## src/rtl/mem_port_arbiter.sv

```systemverilog
// rtl/mem_port_arbiter.sv - four-requester round-robin burst arbiter for a shared memory port
//
// Purpose: picks one of four 32-bit requesters and registers its word towards a
// shared memory port. The owner may stream up to MAX_BURST consecutive words
// before the grant rotates round-robin. A held word stays put while the port stalls.
//
// Ports:
//   clk         rising-edge clock
//   rst_n       asynchronous active-low reset
//   req[3:0]    per-requester "word available" flags
//   a,b,c,d     requester 0..3 data words
//   port_ready  memory port accepts data_out this cycle
//   data_out    registered word presented to the port
//   valid       data_out holds an unaccepted word
//   gnt[3:0]    one-hot owner of the held word (zero when idle)
//   sel[1:0]    owner index, also the shared mux select
//   ack[3:0]    one-cycle pulse when a requester's word is captured

module mem_port_arbiter #(
   parameter int MAX_BURST = 4
) (
   input  logic        clk,
   input  logic        rst_n,
   input  logic [3:0]  req,
   input  logic [31:0] a,
   input  logic [31:0] b,
   input  logic [31:0] c,
   input  logic [31:0] d,
   input  logic        port_ready,
   output logic [31:0] data_out,
   output logic        valid,
   output logic [3:0]  gnt,
   output logic [1:0]  sel,
   output logic [3:0]  ack
);

   localparam logic [3:0] MAX_B = 4'(MAX_BURST);

   typedef enum logic {IDLE, OWN} state_t;

   state_t      state_q, state_d;
   logic [31:0] data_q, data_d;
   logic [1:0]  sel_q, sel_d;
   logic [1:0]  last_q, last_d;
   logic [3:0]  cnt_q, cnt_d;
   logic [3:0]  ack_q, ack_d;

   logic        load;
   logic        cont;
   logic        rr_found;
   logic [1:0]  rr_idx;
   logic [1:0]  cand;
   logic [1:0]  win;
   logic [31:0] win_data;

   always_ff @(posedge clk or negedge rst_n) begin
      if (!rst_n) begin
         state_q <= IDLE;
         data_q  <= 32'h0;
         sel_q   <= 2'd0;
         last_q  <= 2'd3;   // requester 0 gets first pick after reset
         cnt_q   <= 4'd0;
         ack_q   <= 4'd0;
      end else begin
         state_q <= state_d;
         data_q  <= data_d;
         sel_q   <= sel_d;
         last_q  <= last_d;
         cnt_q   <= cnt_d;
         ack_q   <= ack_d;
      end
   end

   // Winner selection: the current owner keeps the port while it still asks and
   // has burst budget left; otherwise search starts just after the last owner,
   // which naturally leaves an exhausted owner for last (k=4 wraps onto it).
   always_comb begin
      load     = (|req) && ((state_q == IDLE) || port_ready);
      cont     = (state_q == OWN) && req[sel_q] && (cnt_q < MAX_B);
      rr_found = 1'b0;
      rr_idx   = last_q;
      cand     = 2'd0;
      for (int k = 1; k <= 4; k++) begin
         cand = last_q + 2'(k);
         if (!rr_found && req[cand]) begin
            rr_found = 1'b1;
            rr_idx   = cand;
         end
      end
      win = cont ? sel_q : rr_idx;
      case (win)
         2'd0:    win_data = a;
         2'd1:    win_data = b;
         2'd2:    win_data = c;
         default: win_data = d;
      endcase
   end

   always_comb begin
      state_d = state_q;
      data_d  = data_q;
      sel_d   = sel_q;
      last_d  = last_q;
      cnt_d   = cnt_q;
      ack_d   = 4'd0;
      case (state_q)
         IDLE: begin
            if (load) state_d = OWN;
         end
         OWN: begin
            // Acceptance with nothing new to load drains to idle; the owner
            // index stays in sel/last so round-robin resumes after it.
            if (port_ready && !load) state_d = IDLE;
         end
         default: state_d = IDLE;
      endcase
      if (load) begin
         data_d = win_data;
         sel_d  = win;
         last_d = win;
         ack_d  = 4'b0001 << win;
         if (cont) cnt_d = (cnt_q == 4'hF) ? cnt_q : cnt_q + 4'd1;
         else      cnt_d = 4'd1;
      end
   end

   assign data_out = data_q;
   assign valid    = (state_q == OWN);
   assign gnt      = valid ? (4'b0001 << sel_q) : 4'b0000;
   assign sel      = sel_q;
   assign ack      = ack_q;

endmodule

```

## config.mk

```make
export PLATFORM = sky130hd
export DESIGN_NAME = mem_port_arbiter
export DESIGN_NICKNAME = d
export VERILOG_FILES = /design/src/rtl/mem_port_arbiter.sv
export SDC_FILE = /design/constraint.sdc
export NUM_CORES = 1
export LEC_CHECK = 0
export BUFFER_PORTS_ARGS = -buffer_cell sky130_fd_sc_hd__buf_2
export CAP_MARGIN = 5
export CORE_MARGIN = 3
export CORE_UTILIZATION = 43
export CTS_BUF_LIST = sky130_fd_sc_hd__clkbuf_16
export DETAILED_ROUTE_END_ITERATION = 6
export HOLD_SLACK_MARGIN = 0.03
export PLACE_DENSITY = 0.82
export SYNTH_ARGS = -nofsm -noshare
export SYNTH_HDL_FRONTEND = slang
export SYNTH_SLANG_ARGS = --single-unit
```

## constraint.sdc

```tcl
create_clock -name clk -period 2.7 [get_ports clk]
set_input_delay 0.27 -clock clk [delete_from_list [all_inputs] [get_ports clk]]
set_output_delay 0.27 -clock clk [all_outputs]
set_load 0.02 [all_outputs]
```

==> impl_metrics.toml, run 1 <==
[outcome]
outcome = "finished clean"

[synthesis]
ys_seq_area_share_pct = 40.36
syn-instance-count = 193
synth_cell_types = 38
ys.flop_type = "dfrtp_1"
synth_edf_count = 0
syn_area_um2 = 2796
yosysWarnings = 0
ys_ff_latch = 45
syn_avg_cell_area_um2 = 14.49
synth_nets = 329
async_reset_ff_share_pct = 100.0

[final_layout]
final_area_um2 = 3934
ff_latch_area_um2 = 1129
n_antenna_cell = 0
num-fill-cells = 506
utilization_pct = 64.53
nNetsFinal = 507
area_delta_synth_final_pct = 40.67
fin_cells = 447
multi_input_area_um2 = 1579
drive_gt1_share_pct = 70.70

[timing]
finalMaxSlewViolations = 0
fin_setup_tns_ns = 0
hold_viol_final = 0
fmax_ghz = 0.3988
rsz0062_at_grt = "no"
tightest_slew_ns = 0.9885
fin_skew_ns = 0.007607
finalSetupViolations = 0
period_minus_slack_ns = 2.508
period_share_pct = 92.88
setup_slack_ns = 0.1922
whs_ns = 0.1576
slew_headroom_pct = 34.10

[placement]
placedCellCount = 439
io_buffers = 177
post-place-ws_ns = 0.1858
hpwlAfterDp_mm = 6.035
gp_congestion = 0.8252
placed_area_um2 = 3796

[cts]
cts_made_buffers = 5
clock_latency_ns = 0.28
h-tree-depth = 2
cts.repair.resized = 0
path_clk_slew_ns = 0.06
cts_buffer_depth = 2
clock_tree.root_cell = "clkbuf_16"
holdBufCountCts = 0
cts_tree = "built"
cts.sinks = 45
post_cts_buffers = 0

[die]
die_area_um2 = 7507
row_count = 28
coreArea_um2 = 6096
io_pins = 178
dieWidth_um = 86.65
die_h_um = 86.65
start_util_pct = 45.87

[drt]
avgRoutedWirePerCell_um = 16.90
via_per_inst = 5.298
drcViolationCount = 0
drtAntennaViolNets = 0
first_iter_violations = 61
vias = 2368
wl_mm = 7.556
dr.pass1.iters = 4

[setup_path]
path_max_fanout = 19
start_kind = "register"
reg2reg_depth = 7
path_class = "register to register"
cpMaxStageDelayCell = "dfstp_2"
max_stage_delay_ns = 0.59
crit_path_end_kind = "register"
crit_family = "multiplexers"
cp.required_ns = 2.86
reg2reg_slack_ns = 0.19
worstPathArrival_ns = 2.67
r2r-start = "last_q[0]"
crit_path_start = "last_q[0]"
crit_chain = "inv_1, a32oi_1, o221ai_2, a31oi_4, buf_12, mux4_1, mux2_2"
critPathBufInv = 2
r2r_end = "data_out[4]"

[hold_path]
hold_class = "primary input to asynchronous set/reset pin"

[global_route]
globalRouteOverflowTotal = 0
grt_usage_pct = 20.59
grt_pass1_wl_mm = 12.08
antenna_found_initial = 0
grt_max_degree = 46
grt_pass1_vias = 2645

[pwr]
power.density_nw_per_um2 = 1213
p_total_mw = 4.771
p_leak_nw = 1.957
ir_drop_v = 0.0005898

[run]
max_cap_violations = 0
[how the worst max path moves through the flow]
stage,cells past startpoint,end
3_5_place_dp,7,data_out[4]
6_report,7,data_out[4]
5_1_grt,7,data_out[4]
3_3_place_gp,7,data_out[4]
2_1_floorplan,8,data_out[10]
4_1_cts,7,data_out[4]
[cells by family (layout without fill, tap and decap cells)]
logic type               after synthesis  count (layout)  synth area share, %
AO/OA/AOI/OAI                         17              17                4.295
adder cells (fa/ha/maj)                1               1               0.4474
buffers and inverters                 17             196                4.161
flip-flops                            45              45                40.36
multiplexers                          66              66                42.19
AND/OR/NAND/NOR                       47              47                8.546
[report_power, final]
group	internal [mW]	total [mW]	switching [mW]
registers	1.01	1.21	0.197
clock network	0.334	0.568	0.234
logic	1.61	2.99	1.39
[worst reg2reg max path, delay by kind of cell, from the launching register on]
kind | cells | cell delay, ns
muxes | 2 | 0.82
AOI/OAI and AO/OA | 3 | 0.67
DFF | 1 | 0.59
buffers and inverters | 2 | 0.31
[cell usage in the layout, fill, tap and decap left out, types with 3 or more instances in the layout]
cell / count
nand2b_1: 5
mux4_2: 31
clkbuf_16: 5
mux2_2: 12
inv_1: 3
nand2_1: 11
and2_1: 3
mux2_4: 20
a21oi_1: 6
dfrtp_1: 43
buf_2: 177
buf_4: 5
buf_12: 3
nor2_1: 15
[cell usage after synthesis (2+ instances only)]
cell | number | area [um2]
a21oi_1 | 7 | 35.03
and2_1 | 3 | 18.77
buf_12 | 2 | 40.04
buf_2 | 3 | 15.01
buf_6 | 2 | 22.52
clkbuf_1 | 6 | 22.52
dfrtp_1 | 43 | 1076
dfstp_2 | 2 | 52.55
inv_1 | 3 | 11.26
mux2_2 | 12 | 135.1
mux2_4 | 20 | 300.3
mux2i_1 | 2 | 20.02
mux4_2 | 31 | 698.2
nand2_1 | 11 | 41.29
nand2b_1 | 5 | 31.28
nor2_1 | 15 | 56.30
nor2b_1 | 2 | 12.51
nor3_1 | 2 | 10.01
nor4_1 | 2 | 12.51
o21ai_0 | 2 | 10.01
[layer usage]
layer / vias up / wire (um) / global-route usage (%)
li1: 1097 / - / -
met4: 0 / 115 / 6.516
met1: 1151 / 2629 / 21.57
met2: 112 / 4115 / 39.99
met5: - / 0 / 0
met3: 8 / 695 / 4.848
[flip-flops by register name (all words and copies together) (netlist names)]
register	flops
ack	4
data_out	32
valid	1
last_q	2
cnt_q	4
sel	2
[cell type report]
type,instances,area share [%]
Multi-Input combinational cell,131,40.14
Clock buffer,5,3.181
Sequential cell,45,28.69
Tap cell,75,2.385
Inverter,3,0.2863
Clock inverter,3,0.3181
Timing Repair Buffer,185,25.00
(Power assumes the default switching activity.)
==> run 2: changes to the inputs <==
--- a/config.mk
+++ b/config.mk
@@ -5,10 +5,11 @@
 export SDC_FILE = /design/constraint.sdc
 export NUM_CORES = 1
 export LEC_CHECK = 0
+export ABC_AREA = 1
 export BUFFER_PORTS_ARGS = -buffer_cell sky130_fd_sc_hd__buf_2
 export CAP_MARGIN = 5
 export CORE_MARGIN = 3
-export CORE_UTILIZATION = 43
+export CORE_UTILIZATION = 46
 export CTS_BUF_LIST = sky130_fd_sc_hd__clkbuf_16
 export DETAILED_ROUTE_END_ITERATION = 6
 export HOLD_SLACK_MARGIN = 0.03
==> run 2 against run 1 <==
Compared with the run above: critical path type unchanged; critical endpoint is now data_out[13]; final cell count is 70% higher; maximum frequency is 1.5% higher; area after synthesis is 24% higher; total power is 48% higher; non-clock buffer count is 3 lower; core utilization is 1.3 points lower; clock-buffer cell count stayed put; combinational power is 77% higher; register-to-register slack better by 0.04 ns.
==> impl_metrics.toml, run 2 <==
[synthesis]
synthTopCellsByArea = "dfrtp_1 (31%), nand2_1 (20%), nand3_1 (9.1%)"
ys_ff_latch = 45
synth_xor_area_share_pct = 0
synth_nets = 644
async_reset_ff_share_pct = 100.0
syn_area_um2 = 3456
syn-instance-count = 508
synth_top_area_share_pct = 31.14
syn_avg_cell_area_um2 = 6.803
yosysMostFrequentCell = "nand2_1"
ys_seq_area_share_pct = 32.66
synth_top_family_by_area = "simple AND/OR/NAND/NOR gates"
yosys-top-cells-count = "nand2_1 (188), nand3_1 (63), dfrtp_1 (43)"
synth_area_leader_cell = "dfrtp_1"
yosysWarnings = 0
synth_cell_types = 29
synthMuxAreaShare_pct = 0
synth_adder_area_share_pct = 0.3621
synth_compound_area_share_pct = 6.770
ys.flop_type = "dfrtp_1"
yosys.area_share.simple_pct = 47.83
synth_edf_count = 0

[setup_path]
cp.required_ns = 2.87
reg2reg_depth = 16
crit_family = "simple AND/OR/NAND/NOR gates"
r2r_end = "data_out[13]"
cpMostUsedCell = "nand2_1"
crit_path_start = "last_q[0]"
crit_chain = "inv_4, nand2_1, nand2_1, nand2_2, nand2_2, inv_2, nand3_2, nand3_1, nand2_2, nand2_4, buf_4, nand4_1, nand2_1, nand2_1, nand2_1, nand2_1"
cpMaxStageDelayCell = "dfstp_2"
reg2reg_slack_ns = 0.23
max_stage_delay_ns = 0.63
worstPathArrival_ns = 2.64
start_kind = "register"
cp.depth = 16
path_class = "register to register"
path_max_fanout = 25
r2r-start = "last_q[0]"
crit_path_end_kind = "register"
critPathBufInv = 3
crit_end = "data_out[13]"

[cts]
cts_buffer_depth = 2
path_clk_slew_ns = 0.06
clock_tree.root_cell = "clkbuf_16"
post_cts_buffers = 0
cts_made_buffers = 5
clock_latency_ns = 0.28
h-tree-depth = 2
cts_tree = "built"
cts.sinks = 45
holdBufCountCts = 0

[pwr]
p_leak_nw = 2.568
p_int_mw = 2.987
ir_drop_v = 0.0008874
power.density_nw_per_um2 = 1594
switchingPower_mw = 4.091
switching_share_pct = 57.80
pwr-share-clk_pct = 8.2
seqPwrFrac_pct = 17.2
combPwrFrac_pct = 74.5

[placement]
hpwlAfterDp_mm = 7.887
gp_congestion = 0.9220
placed_area_um2 = 4267
io_buffers = 177
post-place-ws_ns = 0.1586

[global_route]
grt_pass1_vias = 3708
globalRouteOverflowTotal = 0
grt_pass1_wl_mm = 17.81
grt_usage_pct = 25.38
grt_max_degree = 83
antenna_found_initial = 0

[die]
io_pins = 178
start_util_pct = 49.23
dieWidth_um = 92.68
coreArea_um2 = 7019
die_area_um2 = 8589
die_h_um = 92.68
row_count = 30

[timing]
period_share_pct = 91.47
setup_slack_ns = 0.2304
fin_setup_tns_ns = 0
fmax_ghz = 0.4049
fin_skew_ns = 0.007585
rsz0062_at_grt = "no"
period_minus_slack_ns = 2.470
tightest_slew_ns = 1.085
slew_headroom_pct = 27.24
finalMaxSlewViolations = 0
finalSetupViolations = 0
hold_viol_final = 0

[final_layout]
multi_input_area_um2 = 1943
ff_latch_area_um2 = 1129
final_common_cell = "nand2_1"
drive_gt1_share_pct = 31.73
nNetsFinal = 800
area_delta_synth_final_pct = 28.46
largest_reg_flops = 32
layout_common_cells = "nand2_1 (188), buf_2 (177), nand3_1 (63)"
num-fill-cells = 643
final_area_um2 = 4439
n_antenna_cell = 0

[drt]
first_iter_violations = 372
drtAntennaViolNets = 0
vias = 4105
avgRoutedWirePerCell_um = 15.31
drcViolationCount = 0
via_per_inst = 5.394
dr.pass1.iters = 5
wl_mm = 11.65

[hold_path]
hold_class = "primary input to asynchronous set/reset pin"

[outcome]
outcome = "finished clean"

[run]
max_cap_violations = 0
-- run 2: cell types whose count changed after synthesis, moves of 15 or more --
cell	before	now
inv_1	3	40
mux2_4	20	0
mux4_2	31	0
nand2_1	11	188
nand3_1	0	63
nand3b_1	0	32
nand4_1	1	33
o21ai_0	2	17
-- run 2: area by class of cell --
class	instances	share of cell area [%]
Multi-Input combinational cell	384	43.77
Sequential cell	45	25.42
Timing Repair Buffer	182	21.08
Inverter	46	3.946
Clock buffer	5	2.818
Tap cell	96	2.706
Clock inverter	3	0.2537
-- run 2: power by group through the flow --
stage / Combinational [mW] / Clock [mW] / Sequential (mW)
4_1_cts: 5.06 / 0.594 / 1.21
3_5_place_dp: 5.06 / 0 / 1.21
5_1_grt: 5.86 / 0.627 / 1.25
2_1_floorplan: 3.98 / 0 / 1.50
3_3_place_gp: 4.88 / 0 / 1.20
6_report: 5.28 / 0.582 / 1.22
-- run 2: worst min-delay path by stage --
| stage | start | endpoint | slack [ns] | cells past startpoint |
|---|---|---|---|---|
| after floorplan | rst_n | ack[0] | -0.03 | 0 |
| after global placement | data_out[28] | data_out[28] | 0.46 | 2 |
| after detailed placement | data_out[29] | data_out[29] | 0.46 | 2 |
| after CTS | port_ready | valid | 0.18 | 2 |
| after global routing | port_ready | valid | 0.20 | 2 |
| final | rst_n | data_out[20] | 0.17 | 1 |
-- run 2: logic make-up after synthesis --
family | after synthesis
AO/OA/AOI/OAI | 39
adder cells (fa/ha/maj) | 1
buffers and inverters | 81
flip-flops | 45
AND/OR/NAND/NOR | 342
-- run 2: layer usage --
layer | vias up | global-route usage [%] | part of all wire, %
met5 | - | 0 | 0
met3 | 19 | 4.143 | 8.2
met2 | 216 | 42.30 | 49
li1 | 1978 | - | -
met1 | 1892 | 34.32 | 42
met4 | 0 | 6.593 | 1.6
-- run 2: per-stage QoR --
step	cells	hold WS (ns)	util (%)	power [mW]
finish	761	0.1675	63.24	7.078
global route	761	0.1988	63.24	7.732
CTS	759	0.1834	62.73	6.862
detailed placement	751	0.4607	60.78	6.268
global placement	751	0.4580	60.78	6.081
floorplan	508	-0.02559	-	5.479
-- run 2: timing repair --
item,CTS,global route
setup endpoints to repair,0,18
endpoints found under the hold margin,0,0
gates resized for setup,0,2
==> run 3: changes to the inputs <==
--- a/config.mk
+++ b/config.mk
@@ -7,8 +7,7 @@
 export LEC_CHECK = 0
 export ABC_AREA = 1
 export BUFFER_PORTS_ARGS = -buffer_cell sky130_fd_sc_hd__buf_2
-export CAP_MARGIN = 5
-export CORE_MARGIN = 3
+export CAP_MARGIN = 0
 export CORE_UTILIZATION = 46
 export CTS_BUF_LIST = sky130_fd_sc_hd__clkbuf_16
 export DETAILED_ROUTE_END_ITERATION = 6
==> run 3 against run 2 <==
Compared with the run above: die area decreased by 8.4%; critical path depth is the same; sequential share of layout area is essentially flat; non-clock buffer count unchanged; first-iteration DRC count fell by 30%; core utilization decreased by 2.1 points; clock power barely moved; register-to-register slack lost 0.07 ns; critical path type unchanged; largest power group unchanged; highest routed layer is now met5.
==> impl_metrics.toml, run 3 (same netlist as run 2, synthesis figures left out) <==
[die]
die_area_um2 = 7863
io_pins = 178
row_count = 31
start_util_pct = 47.65
coreArea_um2 = 7253
die_h_um = 88.68
dieWidth_um = 88.68

[placement]
hpwlAfterDp_mm = 7.709
io_buffers = 177
post-place-ws_ns = 0.07224
gp_congestion = 0.8943

[drt]
avgRoutedWirePerCell_um = 14.82
first_iter_violations = 259
via_per_inst = 5.374
drtAntennaViolNets = 0
wl_mm = 11.32
dr.pass1.iters = 5
vias = 4106
drcViolationCount = 0

[final_layout]
largest_reg_flops = 32
area_delta_synth_final_pct = 28.39
layout_common_cells = "nand2_1 (188), buf_2 (177), nand3_1 (63)"
nNetsFinal = 800
n_antenna_cell = 0
drive_gt1_share_pct = 32.03
final_common_cell = "nand2_1"

[timing]
slew_headroom_pct = 30.11
tightest_slew_ns = 1.042
hold_viol_final = 0
finalMaxSlewViolations = 0
fin_setup_tns_ns = 0
setup_slack_ns = 0.1562
fin_skew_ns = 0.005805
rsz0062_at_grt = "no"
fmax_ghz = 0.3931
period_share_pct = 94.22
finalSetupViolations = 0
period_minus_slack_ns = 2.544

[cts]
h-tree-depth = 2
cts_made_buffers = 5
path_clk_slew_ns = 0.06
holdBufCountCts = 0
cts_buffer_depth = 2
clock_tree.root_cell = "clkbuf_16"
cts.sinks = 45
clock_latency_ns = 0.28
cts_tree = "built"

[setup_path]
start_kind = "register"
reg2reg_depth = 16
critPathBufInv = 2
cp.depth = 16
r2r_end = "data_out[4]"
max_stage_delay_ns = 0.63
path_max_fanout = 42
crit_path_end_kind = "register"
path_class = "register to register"
cp.required_ns = 2.92
worstPathArrival_ns = 2.77
r2r-start = "last_q[0]"
cpMostUsedCell = "nand2_1"
cpMaxStageDelayCell = "dfstp_2"
reg2reg_slack_ns = 0.16
crit_family = "simple AND/OR/NAND/NOR gates"
crit_chain = "inv_4, nand2_1, nand2_1, nand2_1, nand2_2, inv_2, nand3_2, nand3_1, nand2_2, nand2_4, nand2_8, nor2_4, nand2_1, nand3_1, nand2_1, nand2_1"

[global_route]
grt_util_met1_pct = 32.98
top_usage_layer = "met2"
globalRouteOverflowTotal = 0
grt_use_met2_pct = 46.22
antenna_found_initial = 1
grt_pass1_vias = 3557
grt_pass1_wl_mm = 16.15
grt_usage_pct = 26.45
grtUsageMet3_pct = 4.011
grt_max_degree = 83

[pwr]
switchingPower_mw = 4.084
ir_drop_v = 0.0009337
switching_share_pct = 58.02
seqPwrFrac_pct = 17.3
combPwrFrac_pct = 74.4
power.density_nw_per_um2 = 1586
pwr-share-clk_pct = 8.3
p_total_mw = 7.038
p_leak_nw = 2.564
p_int_mw = 2.955

[outcome]
outcome = "finished clean"

[run]
max_cap_violations = 0

[hold_path]
hold_class = "primary input to asynchronous set/reset pin"
run 3: power groups by stage:
stage,Sequential (mW),Combinational [mW],Clock [mW]
2_1_floorplan,1.50,3.98,0
3_3_place_gp,1.21,4.77,0
3_5_place_dp,1.21,4.98,0
4_1_cts,1.21,4.98,0.593
5_1_grt,1.25,5.78,0.625
6_report,1.22,5.24,0.582
run 3: per-stage QoR:
step	util, %	instance area (um2)	cells	hold slack, ns
finish	61.17	4437	764	0.1660
global route	61.17	4437	764	0.1732
CTS	60.62	4397	762	0.1725
global placement	58.70	4258	754	0.4606
floorplan	-	3456	508	-0.02559
detailed placement	58.70	4258	754	0.4605
run 3: how the worst max path moves through the flow:
stage | start | to
2_1_floorplan | last_q[0] | data_out[11]
5_1_grt | last_q[0] | data_out[15]
6_report | last_q[0] | data_out[4]
3_3_place_gp | last_q[0] | data_out[18]
4_1_cts | last_q[0] | data_out[18]
3_5_place_dp | last_q[0] | data_out[20]
run 3: final cells by class:
type	instances	area [um2]
fill	690	2816
multi-input combinational	384	1947
sequential	45	1129
timing repair buffer	182	923.4
inverter	46	175.2
clock buffer	5	125.1
tap	99	123.9
clock inverter	3	13.76
run 3: what timing repair did:
action	in CTS	in global routing
gates resized for setup	0	2
endpoints found under the setup margin	0	34
setup buffers	0	0
run 3: layer usage:
layer | wire length [um] | up-vias
li1 | - | 1976
met1 | 4775 | 1914
met2 | 5536 | 186
met3 | 735 | 28
met4 | 259 | 2
met5 | 13 | -
